===== config.mk =====
export PLATFORM = sky130hd
export DESIGN_NAME = fetch_unit
export DESIGN_NICKNAME = d
export VERILOG_FILES = /design/src/rtl/fetch_unit_pkg.sv /design/src/rtl/fetch_unit_queue.sv /design/src/rtl/fetch_unit.sv
export SDC_FILE = /design/constraint.sdc
export NUM_CORES = 1
export LEC_CHECK = 0
export ABC_AREA = 1
export CAP_MARGIN = 20
export CORE_ASPECT_RATIO = 0.8
export CORE_MARGIN = 10
export CORE_UTILIZATION = 30
export CTS_CLUSTER_SIZE = 30
export DETAILED_ROUTE_END_ITERATION = 10
export PLACE_DENSITY_LB_ADDON = 0.1
export SETUP_SLACK_MARGIN = 0.02
export SYNTH_ARGS = -nofsm -noshare
export SYNTH_HDL_FRONTEND = slang
export SYNTH_SLANG_ARGS = --single-unit

===== constraint.sdc =====
create_clock -name clk -period 16.9 [get_ports clk]
set_input_delay 2.535 -clock clk [delete_from_list [all_inputs] [get_ports clk]]
set_output_delay 2.535 -clock clk [all_outputs]
set_load 0.01 [all_outputs]

===== src/rtl/fetch_unit_pkg.sv =====
// Shared fetch/decode constants, queue payload type and helpers.
package fetch_unit_pkg;

    localparam int unsigned PC_WIDTH         = 12;
    localparam int unsigned INSTR_WIDTH      = 32;
    localparam int unsigned FQ_DEPTH_DEFAULT = 4;

    localparam logic [PC_WIDTH-1:0]    PC_STEP    = PC_WIDTH'(4);
    localparam logic [INSTR_WIDTH-1:0] HALT_INSTR = INSTR_WIDTH'(0);

    // Major opcodes shared with decode
    localparam logic [6:0] OPC_RTYPE = 7'b0110011;
    localparam logic [6:0] OPC_ITYPE = 7'b0010011;
    localparam logic [6:0] OPC_LOAD  = 7'b0000011;
    localparam logic [6:0] OPC_STORE = 7'b0100011;

    // One fetch-queue entry: instruction and the PC it was fetched from
    typedef struct packed {
        logic [PC_WIDTH-1:0]    pc;
        logic [INSTR_WIDTH-1:0] instr;
    } fq_entry_t;

    localparam int unsigned FQ_WIDTH = $bits(fq_entry_t);

    // End-of-program sentinel detection
    function automatic logic is_halt(input logic [INSTR_WIDTH-1:0] word);
        return word == HALT_INSTR;
    endfunction

endpackage


===== src/rtl/fetch_unit_queue.sv =====
// Synchronous FIFO with a registered head output that holds when empty.
module fetch_queue #(
    parameter int unsigned WIDTH = 44,
    parameter int unsigned DEPTH = 4
) (
    input  logic                   clk,
    input  logic                   rst,
    input  logic                   push,
    input  logic                   pop,
    input  logic [WIDTH-1:0]       din,
    output logic [WIDTH-1:0]       dout,
    output logic [$clog2(DEPTH):0] count,
    output logic                   full,
    output logic                   empty
);

    localparam int unsigned PTR_W = $clog2(DEPTH);
    localparam int unsigned CNT_W = PTR_W + 1;

    logic [WIDTH-1:0] mem_q [DEPTH];
    logic [WIDTH-1:0] mem_d [DEPTH];
    logic [PTR_W-1:0] rd_ptr_q, rd_ptr_d;
    logic [PTR_W-1:0] wr_ptr_q, wr_ptr_d;
    logic [CNT_W-1:0] count_q, count_d;
    logic [WIDTH-1:0] dout_q, dout_d;
    logic [CNT_W-1:0] remain;
    logic             do_push;
    logic             do_pop;

    assign full  = (count_q == CNT_W'(DEPTH));
    assign empty = (count_q == '0);
    assign count = count_q;
    assign dout  = dout_q;

    // Pointer/count update; head register loads the next head, bypassing din when it lands in an empty slot
    always_comb begin
        do_pop   = pop & ~empty;
        do_push  = push & (~full | do_pop);
        mem_d    = mem_q;
        rd_ptr_d = rd_ptr_q;
        wr_ptr_d = wr_ptr_q;
        dout_d   = dout_q;
        count_d  = count_q + CNT_W'(do_push) - CNT_W'(do_pop);
        remain   = count_q - CNT_W'(do_pop);
        if (do_push) begin
            mem_d[wr_ptr_q] = din;
            wr_ptr_d        = wr_ptr_q + PTR_W'(1);
        end
        if (do_pop) begin
            rd_ptr_d = rd_ptr_q + PTR_W'(1);
        end
        if (count_d != '0) begin
            dout_d = (do_push && remain == '0) ? din : mem_q[rd_ptr_d];
        end
    end

    // State registers
    always_ff @(posedge clk or posedge rst) begin
        if (rst) begin
            for (int unsigned i = 0; i < DEPTH; i++) begin
                mem_q[i] <= '0;
            end
            rd_ptr_q <= '0;
            wr_ptr_q <= '0;
            count_q  <= '0;
            dout_q   <= '0;
        end else begin
            mem_q    <= mem_d;
            rd_ptr_q <= rd_ptr_d;
            wr_ptr_q <= wr_ptr_d;
            count_q  <= count_d;
            dout_q   <= dout_d;
        end
    end

endmodule


===== src/rtl/fetch_unit.sv =====
// Fetch stage: PC, credit-checked imem requests, sentinel halt, fetch queue toward decode.
module fetch_unit
    import fetch_unit_pkg::*;
#(
    parameter int unsigned FQ_DEPTH = FQ_DEPTH_DEFAULT
) (
    input  logic                   clk,
    input  logic                   rst,
    input  logic                   fetch_en,
    output logic                   imem_req,
    output logic [PC_WIDTH-1:0]    imem_addr,
    input  logic [INSTR_WIDTH-1:0] imem_rdata,
    output logic                   dec_valid,
    input  logic                   dec_ready,
    output logic [PC_WIDTH-1:0]    dec_pc,
    output logic [INSTR_WIDTH-1:0] dec_instr,
    output logic                   halted
);

    localparam int unsigned CNT_W = $clog2(FQ_DEPTH) + 1;

    logic [PC_WIDTH-1:0] pc_q, pc_d;
    logic [PC_WIDTH-1:0] req_pc_q, req_pc_d;
    logic                inflight_q, inflight_d;
    logic                halted_q, halted_d;
    logic                issue_c;
    logic                credit_ok;

    logic [CNT_W-1:0]    fq_count;
    logic                fq_full;
    logic                fq_empty;
    logic                fq_push;
    logic                fq_pop;
    fq_entry_t           fq_din;
    fq_entry_t           fq_dout;

    // Issue, response and halt decisions; the inflight slot is reserved so a response always fits
    always_comb begin
        credit_ok  = (fq_count + CNT_W'(inflight_q)) < CNT_W'(FQ_DEPTH);
        issue_c    = ~rst & fetch_en & ~halted_q & credit_ok;
        pc_d       = pc_q;
        req_pc_d   = req_pc_q;
        inflight_d = issue_c;
        halted_d   = halted_q | (inflight_q & is_halt(imem_rdata));
        fq_push    = inflight_q & ~halted_q & ~is_halt(imem_rdata) & (~fq_full | fq_pop);
        fq_pop     = ~fq_empty & dec_ready;
        fq_din     = '{pc: req_pc_q, instr: imem_rdata};
        if (issue_c) begin
            pc_d     = pc_q + PC_STEP;
            req_pc_d = pc_q;
        end
    end

    // Fetch control registers
    always_ff @(posedge clk or posedge rst) begin
        if (rst) begin
            pc_q       <= '0;
            req_pc_q   <= '0;
            inflight_q <= 1'b0;
            halted_q   <= 1'b0;
        end else begin
            pc_q       <= pc_d;
            req_pc_q   <= req_pc_d;
            inflight_q <= inflight_d;
            halted_q   <= halted_d;
        end
    end

    fetch_queue #(
        .WIDTH (FQ_WIDTH),
        .DEPTH (FQ_DEPTH)
    ) u_fq (
        .clk   (clk),
        .rst   (rst),
        .push  (fq_push),
        .pop   (fq_pop),
        .din   (fq_din),
        .dout  (fq_dout),
        .count (fq_count),
        .full  (fq_full),
        .empty (fq_empty)
    );

    assign imem_req  = issue_c;
    assign imem_addr = pc_q;
    assign dec_valid = ~fq_empty;
    assign dec_pc    = fq_dout.pc;
    assign dec_instr = fq_dout.instr;
    assign halted    = halted_q;

endmodule


==> summary.txt <==
Status: finished, final reports clean
Post-synth top cells: 453 x nand2_1, 239 x dfrtp_1, 218 x nand3_1
CP most frequent cell: clkdlybuf4s50_1
Synthesized area: 11500 sq um
Starting density of the core: 30.2%
Final worst slack: 9.07 ns
Sequential area share after synthesis: 52.0%
Clk pin slew, worst setup/hold paths: 0.06 ns
VDD IR max: 78.0 uV
Hold depth: 2
Most common cell in the netlist: nand2_1
Post-Route M1 WL: 17.7 mm
Hold_sp: u_fq.dout[17]
Nets: 1448
Top Ports: 95
CTS HTree Levels: 1
Reg2Reg Depth: 16
Max-cap check violation count: 0
Mapped Cells: 1365
RR Startpoint: u_fq.count[2]
CTS tree: yes
Total gr overflow: 0
Crit Path Class: input port to primary output
Setup TNS Final: 0 ns
GRT Util Overall: 15.6%
# DRC: 0
Predominant post-synthesis flop cell: dfrtp_1
DRT Pass-1 Iters: 5
Layout cell share with drive strength beyond 1: 5.14%
Initial antenna violation count: 0
Cells after DPL: 1869
Tot Pwr: 0.00293 W
Final Hold Viols: 0
# setup viols final: 0
Hold WC Path Type: register to register
Largest net degree at the start of global routing: 116
Final Non-Filler Cells: 1914
Clock Latency Late Sink: 0.54 ns
Post-CTS Setup Inserts: 0
Critical Path Start Type: input port
GPL Wtd Cong: 0.727
CP max stage cell: clkdlybuf4s50_1
Mean Syn Cell Area: 8.42 sq um
Worst-Margin Slew: 0.993 ns
Routed wire length: 36.2 mm
Top routing layer used: met4
Slew Limit Fails: 0
WL per Instance: 18.9 um
Max incr delay on CP: 0.61 ns
HPWL after detailed placement: 19.8 mm
Antenna viol nets, final: 0
Clk buf depth: 3
Worst EP required: 14.37 ns
Relative slew slack: 33.8%
Die Area: 46600 sq um
FFs w/ async S/R, synth: 100%
Area taken by multi-input logic gates: 4890 sq um
Max FO, Critical Path: 115
# clock sinks: 239
Via count: 9532
Total CTS buffers: 27
Area delta synth->final: 19.0%
RSZ-0062 raised after global routing: no
FF+latch area: 5980 sq um
PD cells: 214 nW/um^2
Count of different cell masters after synthesis: 27
Post-synth top area share: 52.0%
Root buffer cell: clkbuf_16
Met2 WL: 16.5 mm
Vias in the first global route: 9705
Die Span Y: 195 um
Yosys Warn Count: 0
Pre-CTS setup slack: 8.96 ns
Filler Cell Count: 3960
Cell Rows: 64
# resized after CTS: 0
Core Area: 38000 sq um
Initial DRC count: 734
Top cells by area, synth: dfrtp_1 52%, nand2_1 15%, o21a_1 11%, nand3_1 9.5%, nand4_1 2.7%
Crit path cell chain: clkdlybuf4s50_1, inv_8, nand2_1, nor2_1, nand3_1, clkinv_1, clkdlybuf4s50_1
Period utilization: 46.3%
P_leak: 5.92 nW
Vias/cell: 4.98
Post-synthesis register bit count: 239
EDFF count, synth: 0
Crit path launch: rst
Final min period: 7.83 ns
Worst endpoint data arrival time: 5.29 ns
Fmax achieved: 128 MHz
CP endpoint kind: primary output
Die Span X: 239 um
Layout Utilization: 36.0%
First-pass GRT wire length: 58.4 mm
Hold_buf cts: 0
IO buf count: 90
Worst clock skew: 0.00654 ns
Synth area leader: dfrtp_1
Met3 Wirelength: 1.40 mm
Antenna diodes: 0
-- layer usage --
metal | up-vias | GRT usage, %
li1 | 4580 | -
met1 | 4755 | 21.7
met2 | 165 | 25.5
met3 | 32 | 2.45
met4 | 0 | 2.63
met5 | - | 0
-- through the flow --
stage / hold WS [ns] / area [sq um]
after detailed placement: 0.468 / 12800
after CTS: 0.488 / 13700
after global routing: 0.497 / 13700
after global placement: 0.468 / 12800
final: 0.483 / 13700
after floorplan: 0.453 / 11500
-- cell usage in the layout, fill, tap and decap left out, types with 2 or more instances in the layout --
cell type	n
dfrtp_1	239
nand3_2	2
clkdlybuf4s50_1	90
ha_1	8
nand2_2	4
nand4_1	49
o21a_1	168
buf_4	17
clkbuf_1	6
xor2_1	5
nor2_1	28
clkbuf_16	27
bufinv_16	3
conb_1	4
inv_1	61
nand2_1	450
clkinv_1	3
xnor2_1	5
nor2_4	4
clkbuf_8	8
nand3_1	215
o21ai_0	11
-- power breakdown --
part	internal, W	switching (W)	leakage, nW
clock network	0.000371	0.000242	0.444
logic	0.000519	0.000785	2.74
registers	0.000859	0.000155	2.74
-- flip-flops by register name, indices dropped and copies added (netlist names) --
| register | count |
|---|---|
| halted | 1 |
| imem_addr | 10 |
| inflight_q | 1 |
| req_pc_q | 10 |
| u_fq.count | 3 |
| u_fq.dout | 42 |
| u_fq.mem_q | 168 |
| u_fq.rd_ptr_q | 2 |
| u_fq.wr_ptr_q | 2 |
-- kinds of logic (layout without fill, tap and decap cells) --
kind of cell               after synthesis  in the layout  synth area share (%)
and+or+nand+nor                        756            756                  28.2
DFF                                    239            239                  52.0
AOI/OAI and AO/OA                      183            183                  11.8
buffers and inverters                  167            218                  6.15
xor gates and xnor gates                10             10                 0.762
adders and majority gates                9              9                  1.04
other                                    1              4                0.0326
-- final timing paths --
check	end	slack, ns
worst min-delay path	u_fq.dout[17]	0.48
worst min register to register	u_fq.dout[17]	0.48
min in group asynchronous	u_fq.dout[24]	2.52
max in group asynchronous	u_fq.mem_q[145]	12.14
worst max-delay path	imem_req	9.07
worst max register to register	u_fq.dout[8]	12.34
-- worst max-delay path: cells and delay by family --
kind | cells | cell delay [ns]
buf+inv | 4 | 2.09
simple gates | 3 | 0.57
-- final cells by class --
| cell class | instances | area share (%) |
|---|---|---|
| clock inverters | 4 | 0.695 |
| flip-flops and latches | 239 | 43.7 |
| well taps | 495 | 4.53 |
| inverters | 66 | 1.87 |
| multi-input cells | 962 | 35.8 |
| repair buffers | 107 | 7.52 |
| clock buffers | 41 | 5.91 |
Note: power is estimated with default switching activity, not from simulation.
==> patch 1, RTL diff (config.mk and constraints unchanged) <==
The package constant `INSTR_WIDTH` goes from 32 to 48.
--- a/src/rtl/fetch_unit_pkg.sv
+++ b/src/rtl/fetch_unit_pkg.sv
@@ -2,7 +2,7 @@
 package fetch_unit_pkg;
 
     localparam int unsigned PC_WIDTH         = 12;
-    localparam int unsigned INSTR_WIDTH      = 32;
+    localparam int unsigned INSTR_WIDTH      = 48;
     localparam int unsigned FQ_DEPTH_DEFAULT = 4;
 
     localparam logic [PC_WIDTH-1:0]    PC_STEP    = PC_WIDTH'(4);
Interface: changed (resized dec_instr and imem_rdata); port bits go from 95 to 127. No check against the original RTL was run, so the function may have changed too.
==> patch 1 against the unedited design <==
Fmax grew 0.70%; clock power grew 36%; sequential cell count grew 80; total power grew 33%; design area grew 37%; non-clock buffer count grew 37; combinational power grew 35%; area after synthesis grew 38%; routed wire length grew 56%; first-iteration DRC count grew 59%; synthesized cell count grew 54%; worst setup slack gained 0.054 ns; critical endpoint unchanged; largest power group unchanged.
==> patch 1: results (changes against the unedited design) <==
Yosys
  – Commonest cells in the netlist: nand2_1, dfrtp_1, nand3_1
  – XOR/XNOR Fraction of Synth Area: 0.608% (-0.15 points)
  – Register area share after synthesis: 50.4% (-1.6 points)
  – Main area contributors after synthesis: dfrtp_1, nand2_1, nand3_1
  – Post-synthesis cell count: 2107 (+54%)
  – Syn_area_per_cell: 7.52 um2 (-11%)
  – Top_reg_cell synth: dfrtp_1
  – Post-Synth Adder-Cell Area: 0.837% (-0.21 points)
  – Compound-Gate Fraction of Synth Area: 7.78% (-4.0 points)
  – Cell variety after synth: 26 (-3.7%)

Power and ir drop
  – Peak VDD IR: 0.129 mV (+65%)
  – Pleak: 0.00909 uW (+54%)

Routing
  – Routed length per instance: 19.8 um (+4.6%)
  – DR vias: 14300 (+51%)
  – TritonRoute pass-1 iters: 5 (unchanged)
  – Final wirelength: 56400 um (+56%)
  – DRT iter0 DRCs: 1164 (+59%)
  – Met3 WL: 3250 um (+130%)
  – DRT met1 WL: 27000 um (+52%)
  – Met2 WL: 25100 um (+52%)

Worst setup path
  – FF-to-FF Start: u_fq.count[1]
  – CP max FO: 105 (-8.7%)
  – Crit-path max cell delay: 0.59 ns (-0.02 ns)
  – RR Endpoint: u_fq.dout[1]
  – Crit path launch: rst
  – CP arrival: 5.24 ns (-0.05 ns)
  – R2R setup slack: 12.04 ns (-0.30 ns)

Layout
  – Share of cells above drive strength 1: 4.96% (-0.19 points)
  – NumNets Final: 2193 (+51%)
  – Largest register FFs: 232 (+38%)

Clock network
  – H-Tree Depth: 2 (+1)
  – CTS buffer count: 39 (+44%)
  – Clock latency on the worst-skew pair: 0.56 ns (+0.02 ns)

Run status
  – Outcome: finished clean

Global routing
  – Vias in the first global route: 14500 (+50%)
  – Total GRT Usage: 17.9% (+2.2 points)
  – First-pass GRT wire length: 89100 um (+53%)
  – Largest net degree at the start of global routing: 158 (+36%)

Timing
  – Headroom to the max-slew limit: 32.9% (-0.96 points)
  – Worst clock skew: 0.0189 ns (+0.0124 ns)

Place
  – Post-detail-place hpwl: 28400 um (+44%)
  – Placed Cells: 2783 (+49%)
  – GP Congestion: 0.738 (+1.6%)
  – Port bufs: 122 (+36%)
[patch 1: cell count changes after synthesis, sizes merged, moves of 8 or more]
cell    unedited run  this run
dfrtp            239       319
nand4             49        60
buf               53        83
nor3               1         9
o21ai             11       245
o21a             168         0
clkbuf            48        81
inv               63        88
nand2            454       862
nand3            218       297
[patch 1: layer usage]
layer  vias up  GRT usage [%]
met5         -              0
li1       6870              -
met4         0           5.06
met2       396           28.1
met3        83           2.82
met1      6998           25.1
[patch 1: worst min path at each step]
| stage | from | endpoint | slack, ns | cells past startpoint |
|---|---|---|---|---|
| 6_report | u_fq.dout[17] | u_fq.dout[17] | 0.47 | 2 |
| 3_3_place_gp | u_fq.mem_q[163] | u_fq.mem_q[163] | 0.46 | 2 |
| 5_1_grt | u_fq.dout[18] | u_fq.dout[18] | 0.49 | 2 |
| 2_1_floorplan | u_fq.mem_q[106] | u_fq.mem_q[106] | 0.45 | 2 |
| 3_5_place_dp | u_fq.dout[17] | u_fq.dout[17] | 0.47 | 2 |
| 4_1_cts | u_fq.dout[17] | u_fq.dout[17] | 0.48 | 2 |
[patch 1: power by group]
part / switching [uW] / internal (uW)
clock: 336 / 498
sequential: 191 / 1120
combinational: 1190 / 572
[patch 1: worst min-delay path, cell delays in order (launching register included)]
cell,delay (ns)
dfrtp_1,0.34
nand2_1,0.05
nand2_1,0.05
[patch 1: logic make-up (layout without fill, tap and decap cells)]
| group | count (synthesis) | count (layout) |
|---|---|---|
| compound gates | 246 | 246 |
| xor+xnor | 11 | 11 |
| fa+ha+maj | 10 | 10 |
| buf+inv | 253 | 301 |
| flops | 319 | 319 |
| other cells | 1 | 4 |
| simple gates | 1267 | 1267 |
[patch 1: through the flow]
stage | worst slack, ns | utilization, % | power [uW]
final | 9.12 | 35.8 | 3910
after global routing | 8.82 | 35.8 | 4240
after CTS | 9.03 | 35.8 | 3960
after detailed placement | 9.05 | 33.4 | 3100
after global placement | 8.99 | 33.4 | 3070
after floorplan | 4.49 | - | 2410
[patch 1: layout make-up]
type | instances | area (um2)
timing repair buffer | 144 | 1400
tap | 693 | 867
multi-input combinational | 1538 | 6900
inverter | 89 | 348
clock buffer | 62 | 1230
clock inverter | 6 | 33.8
sequential | 319 | 7980
fill | 5550 | 33600
==> patch 2, RTL diff (same settings) <==
Made on the original files. Make the reset (`rst`) synchronous in 2 clocked blocks.
--- a/src/rtl/fetch_unit_queue.sv
+++ b/src/rtl/fetch_unit_queue.sv
@@ -55,7 +55,7 @@
     end
 
     // State registers
-    always_ff @(posedge clk or posedge rst) begin
+    always_ff @(posedge clk) begin
         if (rst) begin
             for (int unsigned i = 0; i < DEPTH; i++) begin
                 mem_q[i] <= '0;
--- a/src/rtl/fetch_unit.sv
+++ b/src/rtl/fetch_unit.sv
@@ -52,7 +52,7 @@
     end
 
     // Fetch control registers
-    always_ff @(posedge clk or posedge rst) begin
+    always_ff @(posedge clk) begin
         if (rst) begin
             pc_q       <= '0;
             req_pc_q   <= '0;
Check against the original RTL: differs if rst is asserted again (counterexample within 4 cycles, from zero or initial values and one cycle with rst high); with rst held inactive, the same outputs for 4 cycles.
==> patch 2 against the unedited design <==
Routed wire length up 10%; area after synthesis grew 2.6%; critical endpoint unchanged; largest cell class is now multi-input gates; total power fell by 22%; count of clock-buffer cells in the layout fell by 3; worst setup slack got worse by 0.025 ns; sequential share of layout area is 8.8 points lower; sequential cell count is the same; design area grew 0.27%.
==> patch 2: results (changes against the unedited design) <==
Run status
  – Outcome: finished clean

Routing
  – Vias/cell: 4.73 (-5.1%)
  – DRT iter0 DRCs: 825 (+12%)

Worst setup path
  – CP max FO: 21 (-82%)
  – RR Endpoint: u_fq.dout[42]
  – R2R setup slack: 13.02 ns (+0.68 ns)
  – FF-to-FF Start: u_fq.count[2]
  – Crit-path max cell delay: 0.83 ns (+0.22 ns)

Global routing
  – First-pass GRT wire length: 63800 um (+9.3%)
  – Total GRT Usage: 16.5% (+0.81 points)
  – Largest net degree at the start of global routing: 113 (-2.6%)

Place
  – Place WS: 8.99 ns (+0.0275 ns)
  – Post-detail-place hpwl: 20900 um (+5.7%)
  – Placed cell area: 12800 um2 (+0.23%)

Timing
  – Worst clock skew: 0.0213 ns (+0.0148 ns)
  – Worst Tran Pin Value: 1.10 ns (+0.110 ns)

Layout
  – Filler instances: 4166 (+5.2%)
  – NumNets Final: 1863 (+29%)
  – Share of cells above drive strength 1: 4.68% (-0.46 points)

Yosys
  – Compound-Gate Fraction of Synth Area: 10.3% (-1.5 points)
  – Cell variety after synth: 31 (+15%)
  – Register area share after synthesis: 40.6% (-11 points)
  – Top_reg_cell synth: dfxtp_1
  – XOR/XNOR Fraction of Synth Area: 0.371% (-0.39 points)
  – Commonest cells in the netlist: nor2_1, nand2_1, dfxtp_1

Worst hold path
  – Hold Startpoint: u_fq.mem_q[25]

Clock network
  – Clock latency on the worst-skew pair: 0.57 ns (+0.03 ns)
  – CTS buffer count: 28 (+3.7%)
-- patch 2: cell count changes after synthesis, sizes merged, moves of 3 or more --
| cell | delta |
|---|---|
| nand2 | -203 |
| o21a | -168 |
| clkinv | -3 |
| dfrtp | -239 |
| xnor2 | -3 |
| o21ai | +208 |
| nand3 | -41 |
| a21oi | +19 |
| nor2 | +421 |
| inv | +177 |
| buf | +25 |
| dfxtp | +239 |
| nor3 | +9 |
-- patch 2: metrics by stage --
stage | std cells | total power (uW)
after floorplan | 1805 | 1360
after global placement | 2316 | 1670
after detailed placement | 2316 | 1670
after CTS | 2365 | 2300
after global routing | 2365 | 2460
final | 2365 | 2270
-- patch 2: worst max-delay path by stage --
stage / start / endpoint / slack [ns] / cells past startpoint
after global routing: rst / imem_req / 8.73 / 5
after CTS: rst / imem_req / 8.99 / 5
final: rst / imem_req / 9.04 / 5
after floorplan: fetch_en / imem_req / 11.16 / 5
after global placement: rst / imem_req / 9.06 / 5
after detailed placement: rst / imem_req / 8.99 / 5
-- patch 2: cell type report --
| type | instances | area, um2 | share of cell area (%) |
|---|---|---|---|
| Clock buffer | 38 | 779 | 5.68 |
| Clock inverter | 11 | 133 | 0.967 |
| Inverter | 240 | 906 | 6.60 |
| Multi-Input combinational cell | 1200 | 5410 | 39.4 |
| Sequential cell | 239 | 4780 | 34.9 |
| Tap cell | 528 | 661 | 4.82 |
| Timing Repair Buffer | 109 | 1040 | 7.61 |
-- patch 2: power breakdown --
part           switching (uW)  internal (uW)
clock network             252            366
registers                36.8            634
logic                     667            317
total                     955           1320
-- patch 2: metal layers --
metal | vias to the layer above | part of all wire [%] | global-route usage, %
met5 | - | 0 | 0
met4 | 0 | 1.8 | 3.49
met3 | 43 | 4.5 | 2.65
li1 | 5652 | - | -
met1 | 5267 | 51 | 23.5
met2 | 213 | 43 | 25.6
